**config.mk**
```make
export PLATFORM = sky130hd
export DESIGN_NAME = uart_tx_buf
export DESIGN_NICKNAME = d
export VERILOG_FILES = /design/src/rtl/uart_tx_buf.sv
export SDC_FILE = /design/constraint.sdc
export NUM_CORES = 1
export LEC_CHECK = 0
export BUFFER_PORTS_ARGS = -buffer_cell sky130_fd_sc_hd__buf_4
export CORE_AREA = 8 8 50 72
export DETAILED_ROUTE_END_ITERATION = 7
export DIE_AREA = 0 0 58 80
export PLACE_DENSITY_LB_ADDON = 0.1
export SYNTH_ARGS = -nofsm -noshare
export SYNTH_HDL_FRONTEND = slang
export SYNTH_SLANG_ARGS = --single-unit
export TNS_END_PERCENT = 50
```
**constraint.sdc**
```tcl
create_clock -name clk -period 4.83 [get_ports clk]
set_input_delay 0.483 -clock clk [delete_from_list [all_inputs] [get_ports clk]]
set_output_delay 0.483 -clock clk [all_outputs]
set_load 0.01 [all_outputs]
```
**src/rtl/uart_tx_buf.sv**
```systemverilog
`timescale 1ns/1ps
// UART transmitter with a one-entry holding buffer.
// Bytes accepted on a valid/ready handshake wait in the holding register.
// Each byte is framed as: start bit, DBIT data bits LSB-first, an optional parity bit, then the stop period.
// Bit timing is taken from the shared 16x-oversampling baud tick.
module uart_tx_buf #(
   parameter int DBIT    = 8,
   parameter int SB_TICK = 16,
   parameter int PARITY  = 0
) (
   input  logic       clk,
   input  logic       reset,
   input  logic       s_tick,
   input  logic [7:0] din,
   input  logic       tx_valid,
   output logic       tx_ready,
   output logic       tx,
   output logic       tx_busy,
   output logic       tx_done_tick
);

   typedef enum logic [2:0] {
      IDLE,
      START,
      DATA,
      PAR,
      STOP
   } state_t;

   localparam logic [4:0] SB_LAST = 5'(SB_TICK - 1);
   localparam logic [2:0] N_LAST  = 3'(DBIT - 1);
   localparam logic       PAR_ODD = (PARITY == 2);

   state_t     r_state, w_stateNext;
   logic [4:0] r_s, w_sNext;
   logic [2:0] r_n, w_nNext;
   logic [7:0] r_shift, w_shiftNext;
   logic [7:0] r_hold, w_holdNext;
   logic       r_holdFull, w_holdFullNext;
   logic       r_parBit, w_parBitNext;
   logic       r_tx, w_txNext;
   logic       r_done, w_doneNext;
   logic       w_load;
   logic       w_handshake;
   logic       w_parity;

   assign w_handshake  = tx_valid & ~r_holdFull;
   assign w_parity     = (^r_hold[DBIT-1:0]) ^ PAR_ODD;

   assign tx_ready     = ~r_holdFull;
   assign tx           = r_tx;
   assign tx_busy      = (r_state != IDLE);
   assign tx_done_tick = r_done;

   // State and datapath registers; reset aborts any frame and parks the line high.
   always_ff @(posedge clk or negedge reset) begin
      if (!reset) begin
         r_state    <= IDLE;
         r_s        <= '0;
         r_n        <= '0;
         r_shift    <= '0;
         r_hold     <= '0;
         r_holdFull <= 1'b0;
         r_parBit   <= 1'b0;
         r_tx       <= 1'b1;
         r_done     <= 1'b0;
      end else begin
         r_state    <= w_stateNext;
         r_s        <= w_sNext;
         r_n        <= w_nNext;
         r_shift    <= w_shiftNext;
         r_hold     <= w_holdNext;
         r_holdFull <= w_holdFullNext;
         r_parBit   <= w_parBitNext;
         r_tx       <= w_txNext;
         r_done     <= w_doneNext;
      end
   end

   // Next-state logic: tick counting, bit sequencing, and buffer load/handshake.
   // The registered line level is derived from the next state, so tx changes on the same clk as the FSM.
   always_comb begin
      w_stateNext    = r_state;
      w_sNext        = r_s;
      w_nNext        = r_n;
      w_shiftNext    = r_shift;
      w_holdNext     = r_hold;
      w_holdFullNext = r_holdFull;
      w_parBitNext   = r_parBit;
      w_doneNext     = 1'b0;
      w_load         = 1'b0;
      w_txNext       = 1'b1;

      case (r_state)
         IDLE: begin
            w_load = r_holdFull;
         end
         START: begin
            if (s_tick) begin
               if (r_s == 5'd15) begin
                  w_sNext     = '0;
                  w_nNext     = '0;
                  w_stateNext = DATA;
               end else begin
                  w_sNext = r_s + 5'd1;
               end
            end
         end
         DATA: begin
            if (s_tick) begin
               if (r_s == 5'd15) begin
                  w_sNext     = '0;
                  w_shiftNext = {1'b0, r_shift[7:1]};
                  if (r_n == N_LAST) begin
                     w_stateNext = (PARITY != 0) ? PAR : STOP;
                  end else begin
                     w_nNext = r_n + 3'd1;
                  end
               end else begin
                  w_sNext = r_s + 5'd1;
               end
            end
         end
         PAR: begin
            if (s_tick) begin
               if (r_s == 5'd15) begin
                  w_sNext     = '0;
                  w_stateNext = STOP;
               end else begin
                  w_sNext = r_s + 5'd1;
               end
            end
         end
         STOP: begin
            if (s_tick) begin
               if (r_s == SB_LAST) begin
                  w_sNext    = '0;
                  w_doneNext = 1'b1;
                  if (r_holdFull) begin
                     w_load = 1'b1;
                  end else begin
                     w_stateNext = IDLE;
                  end
               end else begin
                  w_sNext = r_s + 5'd1;
               end
            end
         end
         default: begin
            w_stateNext = IDLE;
         end
      endcase

      if (w_load) begin
         w_shiftNext    = r_hold;
         w_parBitNext   = w_parity;
         w_holdFullNext = 1'b0;
         w_stateNext    = START;
         w_sNext        = '0;
      end

      if (w_handshake) begin
         w_holdNext     = din;
         w_holdFullNext = 1'b1;
      end

      case (w_stateNext)
         START:   w_txNext = 1'b0;
         DATA:    w_txNext = w_shiftNext[0];
         PAR:     w_txNext = w_parBitNext;
         default: w_txNext = 1'b1;
      endcase
   end

endmodule

```
## After elaboration in Yosys (flattened, before gate mapping)

Index checks and enable logic that the tools add are counted.

- Add/sub/neg operators: 2
- Equal/unequal tests: 14
- Muxes and demuxes: 37
- Bitwise logic cells: 2
- Reduce and logical (&&, ||, !) cells: 13

Operator list:

| kind | number |
|---|---|
| 2-to-1 mux 3 bit | 16 |
| 2-to-1 mux 8 bit | 4 |
| 2-to-1 mux 5 bit | 4 |
| case mux 3 bit (5 select lines) | 1 |
| equality test 3 x 2 -> 1 bit, second input constant | 4 |
| nonzero test 2 bit | 6 |
| != test 2 bit, second input constant | 5 |
| 2-to-1 mux 1 bit | 9 |
| parity 8 bit | 1 |
| equality test 3 x 1 -> 1 bit, second input constant | 2 |
| equality test 3 bit, second input constant | 2 |
| case mux 3 bit (2 select lines) | 1 |
| AND reduction 6 bit | 1 |
| adder 5 x 1 -> 5 bit, second input constant | 1 |
| equality test 5 x 4 -> 1 bit, second input constant | 1 |
| OR reduction 4 bit | 1 |
| adder 3 x 1 -> 3 bit, second input constant | 1 |
| logical NOT 3 bit | 1 |
| case mux 1 bit (3 select lines) | 1 |
| AND reduction 3 bit | 1 |
| nonzero test 3 bit | 1 |
| case mux 1 bit (2 select lines) | 1 |
| AND reduction 2 bit | 1 |
| bitwise AND 1 bit | 1 |
| NOT 1 bit | 1 |

- Flip-flop bits (word level): 31
- Input bits: 12
- Output and inout bits: 4
- Word-level logic and storage cells: 78

## Logic depth before layout (Yosys ltp)

- Word-level depth: 8
- Mapped depth: 7
- Depth with buffers taken out: 7

## Worst setup path before layout

No wires, ideal clock.

- Kind: register -> register
- Start point: register r_s[0]
- End point: register r_tx (netlist: tx)
- Library setup time: 0.085 ns
- Arrival time: 1.876 ns
- Required time: 4.745 ns
- Path slack: 2.869 ns
- Cell stages (with the launch flop): 7
- Buffers on the path: 0
- Clock period less this slack: 1.961 ns
- Path through: dfrtp_1 -> ha_1 -> nand4b_2 -> nor4_4 -> mux2_4 -> mux2_4 -> a2bb2oi_2

- Elaborated cells between the ends (all ways): 23
- Those cells by class: eq/ne (4); mux (19)

RTL lines:

| element | line | text |
|---|---|---|
| from (decl) | 35 | `logic [4:0] r_s, w_sNext;` |
| from (signal assigned) | 69 | `r_s <= w_sNext;` |
| equality test 5 x 4 -> 1 bit (*) | 111, 136 |  |
| 2-to-1 mux 1 bit or 2-to-1 mux 8 bit (tied branches) | 136, 111 |  |
| 2-to-1 mux 1 bit or 2-to-1 mux 8 bit (tied branches) | 135, 110 |  |
| case mux 1 bit (2 select lines) or 2-to-1 mux 8 bit (tied branches) | 94 | `case (r_state)` |
| 2-to-1 mux 8 bit (*) | 154 | `if (w_load) begin` |
| net w_shiftNext[0] | 37 | `logic [7:0] r_shift, w_shiftNext;` |
| case mux 1 bit (3 select lines) (*) | 167 | `case (w_stateNext)` |
| net w_txNext | 41 | `logic r_tx, w_txNext;` |
| to (signal assigned) | 75 | `r_tx <= w_txNext;` |
| to (decl) | 41 |  |

Mark *: on every way through the listed nets, which the timed path passes. The rest lies on a longest branch. The select of a mux whose other input is x is not followed.
A chain may end at the register's enable or synchronous reset.

## Worst setup path in the final report

Ends and elaborated chain as after synthesis.

==> impl_metrics.json <==
{
  "status": "complete, no violations",
  "start_util": 0.579,
  "die_w_um": 58,
  "wl_um": 2910,
  "cts_sinks": 31,
  "hold-worst-slack_ps": 125,
  "register_area_sq_um": 777,
  "syn_nets": 148,
  "cts_tree": "built",
  "pwr-share-comb": 0.387,
  "cts_root_buf": "clkbuf_8",
  "final_cells": 178,
  "worst_setup_path_start_kind": "register",
  "area_delta_synth_final_pct": 14.0,
  "fmax_mhz": 462,
  "ys_ff_latch": 31,
  "gp_congestion": 0.864,
  "yosysSeqAreaShare": 0.518,
  "grtUsageMet3": 0.0468,
  "switching_power_mw": 0.374,
  "overflow": 0,
  "drcViolationCount": 0,
  "ctsResizeCount": 0,
  "postSynthCellCount": 133,
  "syn_area_per_cell_sq_um": 11.3,
  "cts.clk_slew.worst_paths_ps": 60,
  "finalPower_mw": 1.08,
  "worstPathRequired_ps": 5020,
  "p_leak_nw": 0.787,
  "synth.top_cell.area_share": 0.501,
  "crit_arrival_ps": 2360,
  "wl_per_cell_um": 16.4,
  "grt_setup_unrepaired": "no",
  "antenna_cells": 0,
  "busiest_layer": "met2",
  "layout_min_cycle_time_ps": 2160,
  "grt_use_met1": 0.136,
  "drv_cap": 0,
  "ant_nets": 0,
  "dp.cells": 170,
  "post-route-util": 0.660,
  "worstMarginPinSlew_ps": 696,
  "p_seq_frac": 0.440,
  "timing.final.crit_share": 0.448,
  "synth-edff-count": 0,
  "cts.path.max_buffers": 2,
  "vias": 1040,
  "layout.nets": 167,
  "grtUsageMet2": 0.248,
  "fillerInstances": 217,
  "async_flop_share": 1.00,
  "multi_input_comb_area_sq_um": 701,
  "antenna_found_initial": 0,
  "synth_ff_type": "dfrtp_1",
  "swShare": 0.347,
  "hold_violations": 0,
  "syn_area_sq_mm": 0.00150,
  "min_path_type": "input port to async pin",
  "synth.distinct_cells": 35,
  "worstPathMaxFanout": 18,
  "tns_ps": 0,
  "synth_top_cell_by_area": "dfrtp_1",
  "port_buffers": 15,
  "grt_pass1_vias": 1096,
  "relSlewSlack": 0.535,
  "gr-usage-all-layers": 0.139,
  "dr.pass1.iters": 4,
  "power.density_mw_per_mm2": 631,
  "pin_count": 16,
  "ys.warnings.count": 0,
  "dp.final_hpwl_um": 2150,
  "postCtsSetupRepairBufs": 0,
  "setup_violations": 0,
  "path_buf_inv": 0,
  "holdBufCountCts": 0,
  "p_int_mw": 0.704,
  "dieHeight_um": 80,
  "ctsHtreeMaxLevel": 2,
  "peakVddDrop_mv": 0.420,
  "path_cells": "ha_1, and4b_1, nand2_1, a21oi_4, mux2_4, a2bb2oi_2",
  "drt-vias-per-instance": 5.84,
  "worstSetupEndpointType": "register",
  "clock_latency_ps": 280,
  "drt_iter0_markers": 18,
  "grt_max_degree": 32,
  "grt_pass1_wl_um": 4840,
  "skew_ps": 10.4,
  "synth.area.top_cells": "dfrtp_1, mux2_2, xnor2_1",
  "dieArea_sq_mm": 0.00464,
  "clkPwrFrac": 0.174,
  "coreArea_sq_mm": 0.00259,
  "slowest_delay_ps": 460,
  "drv_slew": 0,
  "crit_type": "register to register",
  "cpLargestDelayFamily": "compound AO/OA/AOI/OAI gates",
  "num_rows": 23,
  "cp_slowest_cell": "a21oi_4",
  "cts_buffers": 5,
  "drive_gt1_frac": 0.242
}
==> kinds of logic (layout without fill, tap and decap cells) <==
family	Yosys count	count (layout)	synth area share
compound gates	32	32	0.155
xor+xnor	8	8	0.0467
fa+ha+maj	3	3	0.0250
buf+inv	5	25	0.0142
flops	31	31	0.518
mux	11	11	0.0868
simple gates	43	43	0.154
==> power groups by stage <==
stage,sequential (mW),clock [mW],combinational [mW]
5_1_grt,0.492,0.207,0.459
4_1_cts,0.475,0.195,0.421
6_report,0.474,0.187,0.417
3_5_place_dp,0.479,0,0.419
2_1_floorplan,0.449,0,0.340
3_3_place_gp,0.473,0,0.400
==> flip-flops by register name (all words and copies together), names as in the netlist <==
name,cells
tx_done_tick,1
r_holdFull,1
r_parBit,1
r_state,3
r_n,3
tx,1
r_hold,8
r_shift,8
r_s,5
==> Yosys cell counts, types with 2 or more instances <==
master	number
nand3_1	6
nand2_1	11
o31ai_1	2
o21ai_0	8
mux2_2	8
ha_1	3
a21o_1	7
mux2_4	2
dfrtp_1	30
a22o_1	6
buf_2	2
nor2_1	12
nor2b_1	2
xnor2_1	7
or3_1	3
a21oi_1	5
==> area by class of cell <==
class,count,share of cell area
clock buffers,8,0.0469
inverters,2,0.00439
multi-input cells,97,0.410
flip-flops and latches,31,0.455
well taps,25,0.0183
repair buffers,15,0.0659
==> through the flow <==
step / instance area (sq um) / setup WS [ps]
2_1_floorplan: 1500 / 2870
3_3_place_gp: 1630 / 2770
3_5_place_dp: 1630 / 2680
4_1_cts: 1710 / 2670
5_1_grt: 1710 / 2510
6_report: 1710 / 2670
==> worst paths after layout <==
| path | end | slack [ps] | cells after the start | startpoint |
|---|---|---|---|---|
| max | tx$_DFF_PN1_ | 2670 | 6 | r_s[0]$_DFFE_PN0P_ |
| max in group asynchronous | tx$_DFF_PN1_ | 4380 | 1 | reset |
| min | r_s[3]$_DFFE_PN0P_ | 120 | 1 | reset |
| min reg2reg | r_shift[5]$_DFFE_PN0P_ | 480 | 1 | r_shift[5]$_DFFE_PN0P_ |
| min in group clk | r_holdFull$_DFFE_PN0P_ | 430 | 3 | tx_valid |
| max reg2reg | tx$_DFF_PN1_ | 2670 | 6 | r_s[0]$_DFFE_PN0P_ |
==> routing by layer <==
layer / share of wire / up-vias / wire (um)
li1: - / 513 / -
met1: 0.40 / 504 / 1180
met2: 0.54 / 16 / 1590
met3: 0.032 / 7 / 94
met4: 0.018 / 0 / 53
met5: 0 / - / 0
==> placed cells by master (no fill, tap or decap), types with 2 or more instances in the layout <==
cell | Yosys | routed
a21o_1 | 7 | 7
a21oi_1 | 5 | 5
a22o_1 | 6 | 6
buf_4 | 0 | 15
clkbuf_1 | 1 | 3
clkbuf_8 | 0 | 5
dfrtp_1 | 30 | 30
ha_1 | 3 | 3
mux2_2 | 8 | 8
mux2_4 | 2 | 2
nand2_1 | 11 | 11
nand3_1 | 6 | 6
nor2_1 | 12 | 12
nor2b_1 | 2 | 2
o21ai_0 | 8 | 8
o31ai_1 | 2 | 2
or3_1 | 3 | 3
xnor2_1 | 7 | 7
(Power assumes the default switching activity.)
